$ cat config.mk
export PLATFORM = sky130hd
export DESIGN_NAME = rec2pol_arbiter
export DESIGN_NICKNAME = d
export VERILOG_FILES = /design/src/rtl/rec2pol_pkg.sv /design/src/rtl/rec2pol_arbiter_rr_pick.sv /design/src/rtl/rec2pol_arbiter.sv
export SDC_FILE = /design/constraint.sdc
export NUM_CORES = 1
export LEC_CHECK = 0
export ABC_AREA = 1
export CAP_MARGIN = 20
export CELL_PAD_IN_SITES_DETAIL_PLACEMENT = 2
export CELL_PAD_IN_SITES_GLOBAL_PLACEMENT = 2
export CORE_ASPECT_RATIO = 1.75
export CORE_UTILIZATION = 22
export CTS_CLUSTER_DIAMETER = 150
export DETAILED_ROUTE_END_ITERATION = 10
export HOLD_SLACK_MARGIN = 0.12
export PLACE_DENSITY_LB_ADDON = 0.08
export SLEW_MARGIN = 20
export SYNTH_ARGS = -nofsm -noshare
export SYNTH_HDL_FRONTEND = slang
export SYNTH_SLANG_ARGS = --single-unit
$ cat constraint.sdc
create_clock -name clk -period 4.88 [get_ports clk]
set_input_delay 0.488 -clock clk [delete_from_list [all_inputs] [get_ports clk]]
set_output_delay 0.488 -clock clk [all_outputs]
set_load 0.01 [all_outputs]
$ cat src/rtl/rec2pol_pkg.sv
// ============================================================================
// Module      : rec2pol_pkg
// Description : Shared types and constants for the rec2pol CORDIC arbiter.
//               Holds the arbiter FSM state type, default datapath width and
//               core latency, the Q16.16 fraction constant and a small
//               index-width helper.
// Revision    : 1.0 - initial release
// ============================================================================
`default_nettype none

package rec2pol_pkg;

    // Default operand/result width (Q16.16 signed)
    localparam int c_dw_default = 32;

    // Default CORDIC core latency from start to valid result
    localparam int c_latency_default = 32;

    // Q16.16 scaling factor, shared with the testbenches
    localparam real c_q16_frac = 65536.0;

    // Arbiter FSM states, binary encoded
    typedef enum logic [1:0] {
        ST_IDLE  = 2'd0,
        ST_ISSUE = 2'd1,
        ST_WAIT  = 2'd2,
        ST_DONE  = 2'd3
    } arb_state_t;

    // Width needed to hold an index in 0..n-1 (at least one bit)
    function automatic int idx_width(input int n);
        return (n <= 2) ? 1 : $clog2(n);
    endfunction

endpackage

`default_nettype wire

$ cat src/rtl/rec2pol_arbiter_rr_pick.sv
// ============================================================================
// Module      : rr_pick
// Description : Combinational NREQ-wide request picker. Produces a one-hot
//               winner, its index and a valid flag. Round-robin search starts
//               at rr_ptr and wraps upward modulo NREQ.
//               Build option REC2POL_ARB_FIXED_PRIO_EN: fixed priority, lowest
//               index wins, and the rr_ptr port is removed.
// Revision    : 1.0 - initial release
// ============================================================================
`default_nettype none

module rr_pick
    import rec2pol_pkg::*;
#(
    parameter int NREQ = 4,
    parameter int IW   = idx_width(NREQ)
)(
    input  logic [NREQ-1:0] req,
`ifndef REC2POL_ARB_FIXED_PRIO_EN
    input  logic [IW-1:0]   rr_ptr,
`endif
    output logic [NREQ-1:0] win_onehot,
    output logic [IW-1:0]   win_idx,
    output logic            win_valid
);

    int w_pos;

    // Scan requesters in priority order; the first active one wins
    always_comb begin
        win_onehot = '0;
        win_idx    = '0;
        win_valid  = 1'b0;
        w_pos      = 0;
        for (int k = 0; k < NREQ; k++) begin
`ifdef REC2POL_ARB_FIXED_PRIO_EN
            w_pos = k;
`else
            // rr_ptr is always kept below NREQ, so one subtraction wraps it
            w_pos = int'(rr_ptr) + k;
            if (w_pos >= NREQ) begin
                w_pos = w_pos - NREQ;
            end
`endif
            if (!win_valid && req[w_pos]) begin
                win_valid         = 1'b1;
                win_onehot[w_pos] = 1'b1;
                win_idx           = IW'(w_pos);
            end
        end
    end

endmodule

`default_nettype wire

$ cat src/rtl/rec2pol_arbiter.sv
// ============================================================================
// Module      : rec2pol_arbiter
// Description : Shares one rec2pol CORDIC core between NREQ requesters.
//               A req/gnt handshake captures the winner's operands, the core
//               is started and enabled for LATENCY cycles, then the modulus
//               and angle are latched and a one-cycle done strobe is returned
//               to the winner. One job per LATENCY+3 cycles.
//               Build option REC2POL_ARB_FIXED_PRIO_EN: fixed priority
//               (lowest index wins) instead of round-robin.
// Revision    : 1.0 - initial release
// ============================================================================
`default_nettype none

module rec2pol_arbiter
    import rec2pol_pkg::*;
#(
    parameter int NREQ    = 4,
    parameter int DW      = c_dw_default,
    parameter int LATENCY = c_latency_default
)(
    input  logic                 clk,
    input  logic                 rst_n,
    input  logic [NREQ-1:0]      req,
    input  logic [NREQ*DW-1:0]   x_in,
    input  logic [NREQ*DW-1:0]   y_in,
    output logic [NREQ-1:0]      gnt,
    output logic [NREQ-1:0]      done,
    output logic [DW-1:0]        mod_out,
    output logic [DW-1:0]        angle_out,
    output logic                 cordic_start,
    output logic                 cordic_enable,
    output logic [DW-1:0]        cordic_x0,
    output logic [DW-1:0]        cordic_y0,
    input  logic [DW-1:0]        cordic_mod,
    input  logic [DW-1:0]        cordic_angle
);

    localparam int c_iw = idx_width(NREQ);
    localparam int c_cw = idx_width(LATENCY);

    // Counter load value: WAIT lasts LATENCY cycles after the ISSUE cycle
    localparam logic [c_cw-1:0] c_cnt_load = c_cw'(LATENCY - 1);

    arb_state_t        r_state;
    logic [c_cw-1:0]   r_cnt;
    logic [NREQ-1:0]   r_win_onehot;

    logic [NREQ-1:0]   w_win_onehot;
    logic [c_iw-1:0]   w_win_idx;
    logic              w_win_valid;
    logic [DW-1:0]     w_x_sel;
    logic [DW-1:0]     w_y_sel;

`ifndef REC2POL_ARB_FIXED_PRIO_EN
    logic [c_iw-1:0]   r_rr_ptr;
    logic [c_iw-1:0]   r_win_idx;
`endif

    rr_pick #(
        .NREQ       (NREQ),
        .IW         (c_iw)
    ) u_rr_pick (
        .req        (req),
`ifndef REC2POL_ARB_FIXED_PRIO_EN
        .rr_ptr     (r_rr_ptr),
`endif
        .win_onehot (w_win_onehot),
        .win_idx    (w_win_idx),
        .win_valid  (w_win_valid)
    );

    // Operand slice of the current winner
    assign w_x_sel = x_in[w_win_idx*DW +: DW];
    assign w_y_sel = y_in[w_win_idx*DW +: DW];

    // Arbiter FSM with registered grant, core control and result outputs
    always_ff @(posedge clk or negedge rst_n) begin
        if (!rst_n) begin
            r_state       <= ST_IDLE;
            r_cnt         <= '0;
            r_win_onehot  <= '0;
            gnt           <= '0;
            done          <= '0;
            mod_out       <= '0;
            angle_out     <= '0;
            cordic_start  <= 1'b0;
            cordic_enable <= 1'b0;
            cordic_x0     <= '0;
            cordic_y0     <= '0;
`ifndef REC2POL_ARB_FIXED_PRIO_EN
            r_rr_ptr      <= '0;
            r_win_idx     <= '0;
`endif
        end else begin
            // Strobes are single-cycle unless re-asserted below
            gnt          <= '0;
            done         <= '0;
            cordic_start <= 1'b0;

            case (r_state)
                ST_IDLE: begin
                    if (w_win_valid) begin
                        r_state       <= ST_ISSUE;
                        gnt           <= w_win_onehot;
                        r_win_onehot  <= w_win_onehot;
                        cordic_start  <= 1'b1;
                        cordic_enable <= 1'b1;
                        cordic_x0     <= w_x_sel;
                        cordic_y0     <= w_y_sel;
                        r_cnt         <= c_cnt_load;
`ifndef REC2POL_ARB_FIXED_PRIO_EN
                        r_win_idx     <= w_win_idx;
`endif
                    end
                end

                ST_ISSUE: begin
                    r_state <= ST_WAIT;
                end

                ST_WAIT: begin
                    if (r_cnt == '0) begin
                        // Core result is valid now; latch it and release core
                        r_state       <= ST_DONE;
                        done          <= r_win_onehot;
                        mod_out       <= cordic_mod;
                        angle_out     <= cordic_angle;
                        cordic_enable <= 1'b0;
`ifndef REC2POL_ARB_FIXED_PRIO_EN
                        r_rr_ptr      <= (r_win_idx == c_iw'(NREQ - 1)) ?
                                         '0 : r_win_idx + c_iw'(1);
`endif
                    end else begin
                        r_cnt <= r_cnt - c_cw'(1);
                    end
                end

                ST_DONE: begin
                    // Mandatory IDLE cycle follows every job
                    r_state <= ST_IDLE;
                end

                default: begin
                    r_state <= ST_IDLE;
                end
            endcase
        end
    end

endmodule

`default_nettype wire

Word level (Yosys, flattened, before mapping)
Index checks and enable logic that the tools add are counted.

Bits in registers: 153. Input bits: 326. Output and inout bits: 138. Word-level logic and storage cells: 116.

$add $sub $neg: 9. Order comparisons: 12. Eq/ne operators: 7. Shifts and indexed selects: 2. Mux-type cells: 52. Bitwise operators: 3. Reductions and logical operators: 18.

Operator list (number): indexed part select 128 x 8 -> 32 bit (2); >= comparator 32 x 1 -> 1 bit (second input constant) (4); < comparator 32 x 4 -> 1 bit (second input constant) (4); 2-to-1 mux 32 bit (4); >= comparator 32 x 4 -> 1 bit (second input constant) (3); subtractor 32 x 4 -> 32 bit (second input constant) (3); 2-to-1 mux 4 bit (8); 2-to-1 mux 1 bit (20); 2-to-1 mux 2 bit (7); bitwise OR 4 bit (3); 2-to-1 mux 5 bit (2); case mux 5 bit (2 select lines) (1); binary-select mux 1 bit (select 2 bit) (4); demux 1 bit (select 2 bit) (4); case mux 2 bit (4 select lines) (1); logical AND 1 bit (7); adder 2 x 2 -> 3 bit (second input constant) (2); == test 2 bit (second input constant) (3); AND reduction 2 bit (3); AND reduction 3 bit (2); logical NOT 5 bit (1); subtractor 5 x 1 -> 5 bit (second input constant) (1); inequality test 2 bit (second input constant) (2); subtractor 2 x 3 -> 4 bit (second input constant) (1); 9 further kinds (11).

Logic depth before layout (Yosys ltp)
Gate-level depths: netlist of run 1.

Word-level depth: 17. Gate-level depth with buffers: 17. Depth with buffers taken out: 14.

By module
From an unflattened synthesis of run 1, not the netlist that was laid out.

Cell total of the unflattened synthesis: 1113. Area total of the unflattened synthesis: 8247.9 µm².

Modules (own cells, without submodules): rec2pol_arbiter (times used 1, cells each 1036, area each 7787.5 µm², sequential area each 3828.7 µm²); rr_pick (times used 1, cells each 77, area each 460.4 µm², sequential area each 0.0 µm²).

Least setup slack after synthesis of run 1
OpenSTA, ideal clock, no wires.

Path type: register -> register. From: reg r_rr_ptr[0]. To: reg cordic_x0[1]. Library setup time: 0.117 ns. Arrival: 2.125 ns. Setup slack: 2.638 ns. Cell stages (with the launch flop): 18. Clock period less this slack: 2.242 ns. Cells stage by stage: dfrtp_1 > buf_6 > inv_6 > ha_1 > inv_1 > nand3_1 > nand2_1 > nand2_2 > nor2_4 > nand3_2 > nand2_4 > inv_4 > buf_6 > buf_6 > nand3_1 > nand2_1 > nand2_1 > nand2_1.

Cells in the longest elaborated chain, start to end: 16. Elaborated cells on any way between the ends: 43. Those cells by class: 7 x add/sub; 4 x order compare; 1 x shift; 24 x mux; 7 x reduce/logical.

RTL lines: from (decl) (line rec2pol_arbiter.sv:55) `logic [c_iw-1:0] r_rr_ptr;`; from (signal assigned) (line rec2pol_arbiter.sv:130) `r_rr_ptr <= (r_win_idx == c_iw'(NREQ - 1)) ?`; parallel branches: the longest is 16 deep, another holds subtractor 32 x 4 -> 32 bit; to (signal assigned) (line rec2pol_arbiter.sv:108) `cordic_x0 <= w_x_sel;`; to (decl) (line rec2pol_arbiter.sv:32) `output logic [DW-1:0] cordic_x0,`.

Parallel ways; which one is timed is not known. The select of a mux whose other input is x is not followed. A chain may end at the register's enable or synchronous reset.

Worst setup path after layout of run 1
From: reg r_rr_ptr[0]. To: reg cordic_x0[29].

The elaborated chain is that of the path after synthesis.

==> parameters.txt, run 1 <==
Parameter                              Value

Status
  Status    finished clean

Setup path
  R2r endpoint    cordic_x0[29]$_DFFE_PN0P_
  Arrival time of the worst setup path    3.94 ns
  Critical path's largest stage delay    0.74 ns
  Critical path endpoint category    register
  Crit path launch type    register
  Worst r2r src    r_rr_ptr[0]$_DFFE_PN0P_
  Cell-by-cell listing of the critical path    inv_6, ha_1, inv_1, nand3_1, nand2_1, nand4_1, nand3_2, nand2_4, nor2_4, buf_4, o211ai_1, nand3_1
  Cell type of the slowest stage on the worst timing path    sky130_fd_sc_hd__nor2_4
  Crit path max-delay family    simple AND/OR/NAND/NOR gates
  Crit path top cell by count    sky130_fd_sc_hd__nand3_1
  Worst setup path class    register to register
  Buffer and inverter count on the worst path    3
  Reg-to-reg setup timing slack    1.32 ns
  Max FO, Critical Path    30
  Worst-case reg-to-reg path depth    12
  Worst path required time    5.26 ns

Synthesis
  Share of synthesized area spent on multiplexers    0%
  Count leader, synth    sky130_fd_sc_hd__nand2_1
  Area share of xor/xnor cells in the synthesized design    0.0959%
  Library cells used by synthesis    32
  Post-Synthesis Cells    1335
  Basic-gate share of the synthesized area counting and, or, nand and nor cells    41.0%
  Post-synth top area cell    sky130_fd_sc_hd__dfrtp_1
  Compound-Gate Fraction of Synth Area    1.96%
  Portion of the post-synthesis area used by sequential elements    41.9%
  Number of warnings reported in the yosys synthesis log    0
  Number of enable-type register cells in the synthesized netlist    0
  Synthesized area    0.00914 mm2
  Main flop type after synthesis    sky130_fd_sc_hd__dfrtp_1
  Leading post-synthesis cells by instance count    sky130_fd_sc_hd__nand2_1, sky130_fd_sc_hd__nand3_1, sky130_fd_sc_hd__inv_1, sky130_fd_sc_hd__dfrtp_1, sky130_fd_sc_hd__or2_1
  Cells taking the most area after synthesis    sky130_fd_sc_hd__dfrtp_1, sky130_fd_sc_hd__nand2_1, sky130_fd_sc_hd__nand3_1
  Adder-cell share of the synthesized area    1.64%
  Ys async rst share    100%
  Share of the synthesized area in the top cell type    41.9%
  Synthesized netlist net count    1673
  Mean cell area of the mapped netlist    6.84 um2
  Combinational family with the most area after synthesis    simple AND/OR/NAND/NOR gates
  Synthesis-stage register bit count    153

Placement
  Number of I/O port buffers    463
  DP Cell Count    2287
  Total half-perimeter wirelength after legalization and detailed placement    33000 um
  Post-detailed-placement cell area    0.0142 mm2
  Global placer's final weighted congestion    0.782

Global routing
  Global-route wire length before repair    66100 um
  GR Overflow Total    0
  Vias in the first global route    11301
  Global route hottest layer    met2
  Antenna violations before repair    15
  Global-route met2 utilization    39.0%
  Global Route met3 Usage    7.14%
  Global routing met1 resource utilization    20.9%
  Overall track demand over capacity in global routing    20.9%
  Pin count of the biggest net entering global routing    117

CTS
  Total number of clock tree sinks    153
  TritonCTS clock tree    yes
  CTS buffer count    17
  Buffers inserted by post-CTS timing repair    0
  CTS root buffer    sky130_fd_sc_hd__clkbuf_16
  Cells resized by post-CTS repair    0
  Buffer levels on the longest clock path    2
  Hold-fix buffers, CTS    1
  Clock transition at the register clock pins on the worst setup and hold paths after CTS    0.07 ns
  Depth of the CTS H-tree    4
  Worst skew pair latency    0.46 ns

STA
  Min cycle time layout    3.56 ns
  Post-route fraction of the period consumed by the critical path    73.0%
  Fmax    281 MHz
  Setup TNS    0 ns
  Final Slew Violations    0
  Max_slew headroom    38.6%
  Unrepaired setup endpoints after global routing    false
  Setup-failing EPs final    0
  Tightest Pin Transition    0.921 ns
  Number of hold-slack violations in the final timing report    0
  Max Clock Skew    0.0184 ns

Power
  Design Power    7.16 mW
  Pwr/cell area    485 mW/mm2
  Peak supply drop    0.000295 V
  Static leakage    7.35 nW

Floorplan
  Die Height    272 um
  Number of primary I/O pins    464
  Die X-Extent    156 um
  Starting Density    22.3%
  Area of the die    0.0424 mm2
  Core outline area    0.0410 mm2
  Floorplan row count    98

Flow run
  Max-capacitance violation count    0

Routing
  Router iterations before antenna repair    5
  Number of design-rule violations left by the first detailed-router iteration    279
  Detailed-route via count    10149
  Final routed wire length divided by cell count    18.9 um
  Total wirelength of the detailed-routed design    44000 um
  Number of vias per cell    4.36
  Residual DRC    0
  Count of antenna-violating nets left after detailed routing    0

Final layout
  Final core occ    36.1%
  Net count, final    2095
  Relative area change from synthesis to final layout    61.7%
  Fraction of layout instances using a drive strength above 1    4.18%
  Post-Layout Cell Count    2329
  Final design instance area without fill    0.0148 mm2
  Filler instances    4847

Hold path
  Hold-critical path depth    2
  Start point of the worst hold path    mod_out[23]$_DFFE_PN0P_
  Classification of the worst-slack hold path    register to register
  Hold Path Sink    mod_out[23]$_DFFE_PN0P_
[worst min-delay path: cells and delay by family, from the launching register on]
kind             cells  cell delay (ns)
AND/OR/NAND/NOR      2             0.09
flip-flops           1             0.35
[where the power goes]
| group | switching (mW) | internal, mW | leakage, nW |
|---|---|---|---|
| registers | 0.253 | 1.71 | 1.84 |
| logic | 2.22 | 1.62 | 5.22 |
| clock network | 0.666 | 0.690 | 0.281 |
| total | 3.14 | 4.02 | 7.35 |
[layer usage]
layer,part of all wire [%],up-vias
li1,-,4879
met5,0.15,-
met1,36,4869
met3,8.4,52
met2,53,339
met4,2.8,10
[placed cells by master (no fill, tap or decap), drive strengths merged, types with 5 or more instances in the layout]
cell type,count
nand2,538
clkdlybuf4s50,462
nand3,231
inv,225
dfrtp,153
or2,64
clkbuf,18
o21ai,18
nor2,15
ha,12
buf,11
diode,9
clkinv,5
[worst max-delay path by stage]
stage / from / endpoint / slack, ns / depth (start not counted)
3_3_place_gp: r_rr_ptr[0]$_DFFE_PN0P_ / cordic_x0[24]$_DFFE_PN0P_ / 1.39 / 13
4_1_cts: r_rr_ptr[0]$_DFFE_PN0P_ / cordic_x0[29]$_DFFE_PN0P_ / 1.20 / 12
2_1_floorplan: r_rr_ptr[0]$_DFFE_PN0P_ / cordic_x0[1]$_DFFE_PN0P_ / 2.64 / 17
3_5_place_dp: r_rr_ptr[0]$_DFFE_PN0P_ / cordic_y0[9]$_DFFE_PN0P_ / 1.21 / 12
6_report: r_rr_ptr[0]$_DFFE_PN0P_ / cordic_x0[29]$_DFFE_PN0P_ / 1.32 / 12
5_1_grt: r_rr_ptr[0]$_DFFE_PN0P_ / cordic_x0[29]$_DFFE_PN0P_ / 0.93 / 12
[flip-flops by register name, indices dropped and copies added (netlist names), 2 cells and up]
name / flops
mod_out: 32
r_cnt: 5
cordic_x0: 32
gnt: 4
cordic_y0: 32
r_win_idx: 2
r_win_onehot: 4
r_state: 2
angle_out: 32
r_rr_ptr: 2
done: 4
[logic make-up (layout without fill, tap and decap cells)]
family | after synthesis | count (layout)
flip-flops | 153 | 153
AND/OR/NAND/NOR | 850 | 850
other | 0 | 9
buffers and inverters | 288 | 723
XOR/XNOR | 1 | 1
AO/OA/AOI/OAI | 31 | 31
adder cells (fa/ha/maj) | 12 | 12
[metrics by stage]
step | hold WS [ns] | setup slack [ns]
CTS | 0.480 | 1.20
detailed placement | 0.462 | 1.21
global route | 0.501 | 0.926
floorplan | 0.192 | 2.64
global placement | 0.454 | 1.39
finish | 0.476 | 1.32
[area by class of cell]
cell class	instances	area, um2	share of cell area, %
multi-input combinational	894	4100	27.8
clock buffer	18	439	2.97
timing repair buffer	474	4730	32.1
tap	550	688	4.66
sequential	153	3830	25.9
antenna	9	22.5	0.153
inverter	217	825	5.58
clock inverter	14	130	0.881
Note: power is estimated with default switching activity, not from simulation.
==> run 2: changes to the inputs <==
--- a/config.mk
+++ b/config.mk
@@ -10,7 +10,7 @@
 export CELL_PAD_IN_SITES_DETAIL_PLACEMENT = 2
 export CELL_PAD_IN_SITES_GLOBAL_PLACEMENT = 2
 export CORE_ASPECT_RATIO = 1.75
-export CORE_UTILIZATION = 22
+export CORE_UTILIZATION = 20
 export CTS_CLUSTER_DIAMETER = 150
 export DETAILED_ROUTE_END_ITERATION = 10
 export HOLD_SLACK_MARGIN = 0.12
==> constraint.sdc (replaced) <==
create_clock -name clk -period 3.54 [get_ports clk]
set_input_delay 0.354 -clock clk [delete_from_list [all_inputs] [get_ports clk]]
set_output_delay 0.354 -clock clk [all_outputs]
set_load 0.01 [all_outputs]
==> parameters.txt, run 2 (synthesized netlist as in run 1, its figures left out) <==
Parameter                              Value

Status
  Status    finished clean

Floorplan
  Floorplan row count    103 (+5.1%)
  Core outline area    0.0451 mm2 (+10%)
  Die X-Extent    164 um (+4.8%)
  Area of the die    0.0466 mm2 (+9.9%)
  Starting Density    20.3% (-2.1 points)
  Number of primary I/O pins    464 (unchanged)
  Die Height    285 um (+4.8%)

CTS
  Depth of the CTS H-tree    4 (unchanged)
  Buffer levels on the longest clock path    2 (unchanged)
  TritonCTS clock tree    yes
  Cells resized by post-CTS repair    0 (unchanged)
  CTS buffer count    17 (unchanged)
  Total number of clock tree sinks    153 (unchanged)
  Hold-fix buffers, CTS    1 (unchanged)
  Buffers inserted by post-CTS timing repair    0 (unchanged)
  CTS root buffer    sky130_fd_sc_hd__clkbuf_16
  Clock transition at the register clock pins on the worst setup and hold paths after CTS    0.07 ns (about the same)
  Worst skew pair latency    0.45 ns (about the same)

Power
  Static leakage    7.43 nW (+1.2%)
  Design Power    10.1 mW (+42%)
  Pwr/cell area    676 mW/mm2 (+39%)
  Peak supply drop    0.000296 V (+0.38%)

Global routing
  Pin count of the biggest net entering global routing    67 (-43%)
  Antenna violations before repair    6 (-9)
  Global-route wire length before repair    66500 um (+0.59%)
  Overall track demand over capacity in global routing    19.2% (-1.8 points)
  Vias in the first global route    11420 (+1.1%)
  GR Overflow Total    0 (unchanged)

Final layout
  Leading cell type in the layout, fill and taps excluded    sky130_fd_sc_hd__nand2_1
  Filler instances    5319 (+9.7%)
  Relative area change from synthesis to final layout    64.2%
  Final design instance area without fill    0.0150 mm2 (+1.6%)
  Net count, final    2109 (+0.67%)
  Fraction of layout instances using a drive strength above 1    4.82% (+0.64 points)
  Commonest cells after routing, fill and taps aside    sky130_fd_sc_hd__nand2_1, sky130_fd_sc_hd__clkdlybuf4s50_1, sky130_fd_sc_hd__nand3_1

Routing
  Total wirelength of the detailed-routed design    44100 um (+0.26%)
  Count of antenna-violating nets left after detailed routing    0 (unchanged)
  Number of design-rule violations left by the first detailed-router iteration    342 (+23%)
  Number of vias per cell    4.30 (-1.3%)
  Final routed wire length divided by cell count    18.6 um (-1.3%)
  Router iterations before antenna repair    4 (-1)
  Detailed-route via count    10171 (+0.22%)
  Residual DRC    0 (unchanged)

STA
  Min cycle time layout    3.09 ns (-0.471 ns)
  Fmax    323 MHz (+15%)
  Setup-failing EPs final    0 (unchanged)
  Setup TNS    0 ns (unchanged)
  Tightest Pin Transition    0.826 ns (-0.0947 ns)
  Worst setup margin    0.448 ns (-0.869 ns)
  Max_slew headroom    44.9% (+6.3 points)
  Unrepaired setup endpoints after global routing    false
  Final Slew Violations    0 (unchanged)
  Post-route fraction of the period consumed by the critical path    87.4% (+14 points)
  Number of hold-slack violations in the final timing report    0 (unchanged)
  Max Clock Skew    0.0167 ns (-0.00168 ns)

Placement
  Worst Setup Slack post-DPL    0.498 ns (-0.711 ns)
  Post-detailed-placement cell area    0.0144 mm2 (+1.4%)
  Number of I/O port buffers    463 (unchanged)
  Total half-perimeter wirelength after legalization and detailed placement    33900 um (+2.7%)
  Global placer's final weighted congestion    0.807 (+3.1%)

Setup path
  Max FO, Critical Path    28 (-6.7%)
  Crit path launch type    register
  Worst path required time    3.93 ns (-1.33 ns)
  Worst setup path class    register to register
  Arrival time of the worst setup path    3.48 ns (-0.46 ns)
  Critical path endpoint category    register
  Worst-case reg-to-reg path depth    14 (+2)

Hold path
  Classification of the worst-slack hold path    input pin to asynchronous set/reset pin

Flow run
  Max-capacitance violation count    0 (unchanged)
-- run 2: report_power, final --
part,internal [mW],switching [mW],leakage [nW]
registers,2.35,0.346,1.84
clock network,1.14,0.866,0.284
logic,2.38,3.06,5.31
-- run 2: metrics by stage --
| stage | util (%) | hold slack (ns) | instances |
|---|---|---|---|
| finish | 33.2 | 0.394 | 2365 |
| global route | 33.2 | 0.426 | 2364 |
| CTS | 33.2 | 0.402 | 2360 |
| detailed placement | 31.9 | 0.310 | 2328 |
| global placement | 31.9 | 0.327 | 2328 |
| floorplan | - | 0.0584 | 1335 |
-- run 2: worst max-delay path, stage by stage (launching register included) --
cell and delay (ns):
sky130_fd_sc_hd__dfrtp_1 0.51, sky130_fd_sc_hd__inv_1 0.21, sky130_fd_sc_hd__ha_1 0.40, sky130_fd_sc_hd__inv_1 0.13, sky130_fd_sc_hd__nand3_1 0.10, sky130_fd_sc_hd__nand2_1 0.14, sky130_fd_sc_hd__nand4_1 0.22, sky130_fd_sc_hd__nand3_2 0.15
sky130_fd_sc_hd__nand2_4 0.20, sky130_fd_sc_hd__inv_4 0.15, sky130_fd_sc_hd__buf_4 0.37, sky130_fd_sc_hd__nand3_1 0.13, sky130_fd_sc_hd__nand2_1 0.12, sky130_fd_sc_hd__nand2_1 0.07, sky130_fd_sc_hd__nand2_1 0.10
-- run 2: layout make-up --
type / count / area (um2) / area share [%]
diodes: 5 / 12.5 / 0.0834
repair buffers: 488 / 4900 / 32.7
clock buffers: 19 / 443 / 2.95
clock inverters: 12 / 164 / 1.09
flip-flops and latches: 153 / 3830 / 25.5
inverters: 217 / 825 / 5.50
well taps: 577 / 722 / 4.81
multi-input cells: 894 / 4100 / 27.3
-- run 2: final timing paths --
path	start	end	slack [ns]
setup reg to reg	r_rr_ptr[1]$_DFFE_PN0P_	cordic_x0[4]$_DFFE_PN0P_	0.45
hold reg to reg	mod_out[15]$_DFFE_PN0P_	mod_out[15]$_DFFE_PN0P_	0.48
min in group clk	cordic_mod[7]	mod_out[7]$_DFFE_PN0P_	0.44
hold / removal	rst_n	cordic_start$_DFF_PN0_	0.39
setup / recovery	r_rr_ptr[1]$_DFFE_PN0P_	cordic_x0[4]$_DFFE_PN0P_	0.45
max in group asynchronous	rst_n	angle_out[13]$_DFFE_PN0P_	2.22
-- run 2: metal layers --
metal | global-route usage (%) | routed length [um]
met1 | 19.3 | 16100
met2 | 36.4 | 23800
met3 | 6.03 | 3290
met4 | 6.25 | 877
met5 | 0 | 27
==> run 3: changes to the inputs <==
--- a/config.mk
+++ b/config.mk
@@ -7,10 +7,10 @@
 export LEC_CHECK = 0
 export ABC_AREA = 1
 export CAP_MARGIN = 20
-export CELL_PAD_IN_SITES_DETAIL_PLACEMENT = 2
-export CELL_PAD_IN_SITES_GLOBAL_PLACEMENT = 2
-export CORE_ASPECT_RATIO = 1.75
-export CORE_UTILIZATION = 20
+export CELL_PAD_IN_SITES_DETAIL_PLACEMENT = 0
+export CELL_PAD_IN_SITES_GLOBAL_PLACEMENT = 1
+export CORE_ASPECT_RATIO = 1.4
+export CORE_UTILIZATION = 27
 export CTS_CLUSTER_DIAMETER = 150
 export DETAILED_ROUTE_END_ITERATION = 10
 export HOLD_SLACK_MARGIN = 0.12
==> parameters.txt, run 3 (synthesized netlist as in run 1, its figures left out) <==
Parameter                              Value

Setup path
  Critical path's largest stage delay    0.52 ns (about the same)
  Crit path launch type    register
  Worst setup path class    register to register
  Max FO, Critical Path    71 (+150%)
  Critical path endpoint category    register
  Worst path required time    3.86 ns (-0.07 ns)
  Worst r2r src    r_rr_ptr[1]$_DFFE_PN0P_
  Cell-by-cell listing of the critical path    inv_1, ha_1, inv_1, nand3_1, nand2_1, a21oi_1, nand2_1, nand2_2, nand2_8, buf_4, or2_1, nand3_1, nand3_1
  Crit path top cell by count    sky130_fd_sc_hd__nand3_1
  Launching instance or port of the critical path    r_rr_ptr[1]$_DFFE_PN0P_
  Cell type of the slowest stage on the worst timing path    sky130_fd_sc_hd__dfrtp_1
  Arrival time of the worst setup path    3.45 ns (-0.03 ns)

Routing
  Final routed wire length divided by cell count    16.5 um (-12%)
  Residual DRC    0 (unchanged)
  Number of design-rule violations left by the first detailed-router iteration    524 (+53%)
  Detailed-route via count    9627 (-5.3%)
  Number of vias per cell    4.32 (+0.43%)
  Router iterations before antenna repair    4 (unchanged)
  Count of antenna-violating nets left after detailed routing    0 (unchanged)
  Total wirelength of the detailed-routed design    36700 um (-17%)

Placement
  Worst Setup Slack post-DPL    0.396 ns (-0.101 ns)
  Total half-perimeter wirelength after legalization and detailed placement    27200 um (-20%)
  Number of I/O port buffers    463 (unchanged)
  Global placer's final weighted congestion    0.861 (+6.7%)

STA
  Tightest Pin Transition    0.761 ns (-0.0649 ns)
  Unrepaired setup endpoints after global routing    false
  Min cycle time layout    3.13 ns (+0.0400 ns)
  Final Slew Violations    0 (unchanged)
  Number of hold-slack violations in the final timing report    0 (unchanged)
  Max Clock Skew    0.0112 ns (-0.00554 ns)
  Fmax    319 MHz (-1.3%)
  Setup-failing EPs final    0 (unchanged)
  Post-route fraction of the period consumed by the critical path    88.5% (+1.1 points)
  Max_slew headroom    49.3% (+4.3 points)
  Worst setup margin    0.408 ns (-0.0400 ns)
  Setup TNS    0 ns (unchanged)

Final layout
  Net count, final    2105 (-0.19%)
  Leading cell type in the layout, fill and taps excluded    sky130_fd_sc_hd__nand2_1
  Final core occ    44.1% (+11 points)
  Relative area change from synthesis to final layout    60.9%
  Commonest cells after routing, fill and taps aside    sky130_fd_sc_hd__nand2_1, sky130_fd_sc_hd__clkdlybuf4s50_1, sky130_fd_sc_hd__nand3_1
  Fraction of layout instances using a drive strength above 1    4.72% (-0.10 points)

CTS
  Buffer levels on the longest clock path    2 (unchanged)
  TritonCTS clock tree    yes
  CTS buffer count    17 (unchanged)
  Cells resized by post-CTS repair    0 (unchanged)
  Depth of the CTS H-tree    4 (unchanged)
  Total number of clock tree sinks    153 (unchanged)
  Worst skew pair latency    0.45 ns (about the same)
  Clock transition at the register clock pins on the worst setup and hold paths after CTS    0.07 ns (about the same)
  CTS root buffer    sky130_fd_sc_hd__clkbuf_16

Global routing
  Pin count of the biggest net entering global routing    72 (+7.5%)
  GR Overflow Total    0 (unchanged)
  Antenna violations before repair    6 (unchanged)
  Overall track demand over capacity in global routing    20.9% (+1.8 points)
  Global-route wire length before repair    53800 um (-19%)
  Vias in the first global route    9438 (-17%)

Floorplan
  Die X-Extent    157 um (-3.7%)
  Area of the die    0.0346 mm2 (-26%)
  Starting Density    27.4% (+7.2 points)
  Number of primary I/O pins    464 (unchanged)
  Floorplan row count    79 (-23%)
  Core outline area    0.0333 mm2 (-26%)
  Die Height    220 um (-23%)

Hold path
  Start point of the worst hold path    cordic_mod[10]
  Classification of the worst-slack hold path    input pin to register

Power
  Pwr/cell area    658 mW/mm2 (-2.6%)
  Peak supply drop    0.000324 V (+9.3%)
  Static leakage    7.40 nW (-0.51%)

Status
  Status    finished clean

Flow run
  Max-capacitance violation count    0 (unchanged)
-- run 3: report_power, final --
group	leakage [nW]	internal, mW	switching [mW]
registers	1.84	2.35	0.330
clock network	0.282	0.949	0.877
logic	5.27	2.28	2.89
total	7.40	5.58	4.10
-- run 3: metal layers --
metal  share of wire [%]  vias to the layer above  global-route usage (%)  wire length [um]
met5               0.033                        -                       0                12
met3                 9.2                       42                    7.93              3360
li1                    -                     4889                       -                 -
met1                  38                     4342                    22.5             14000
met2                  50                      352                    36.9             18400
met4                 2.4                        2                    7.83               894
-- run 3: area by class of cell --
type                    count  area [um2]
clock buffers              18         439
diodes                      4        10.0
inverters                 217         825
clock inverters            14         126
flip-flops and latches    153        3830
fillers                  3519       18600
well taps                 445         557
multi-input cells         894        4100
repair buffers            484        4810
-- run 3: timing repair --
item	4_1_cts	5_1_grt
endpoints found under the setup margin	0	0
hold buffers	1	0
hold endpoints to repair	60	0
buffers inserted	0	0
-- run 3: critical path: cells and delay by family (launching register included) --
family                   cells  cell delay (ns)
adder cells (fa/ha/maj)      1             0.45
flip-flops                   1             0.52
AND/OR/NAND/NOR              8             1.12
buffers and inverters        3             0.65
AO/OA/AOI/OAI                1             0.24
-- run 3: worst paths after layout --
check | endpoint | slack, ns | cells past startpoint
setup reg to reg | cordic_x0[31]$_DFFE_PN0P_ | 0.41 | 13
hold / removal | mod_out[10]$_DFFE_PN0P_ | 0.44 | 3
setup / recovery | cordic_x0[31]$_DFFE_PN0P_ | 0.41 | 13
max in group asynchronous | angle_out[7]$_DFFE_PN0P_ | 2.11 | 3
min in group asynchronous | cordic_y0[16]$_DFFE_PN0P_ | 0.46 | 2
hold reg to reg | angle_out[4]$_DFFE_PN0P_ | 0.47 | 2
-- run 3: stage by stage --
stage               cells  area [um2]  hold slack, ns  power, mW
global route         2227       14700           0.431       10.5
finish               2229       14700           0.435       9.68
detailed placement   2192       14100           0.384       7.95
floorplan            1335        9140          0.0584       5.69
global placement     2192       14100           0.391       7.93
CTS                  2225       14700           0.408       9.85
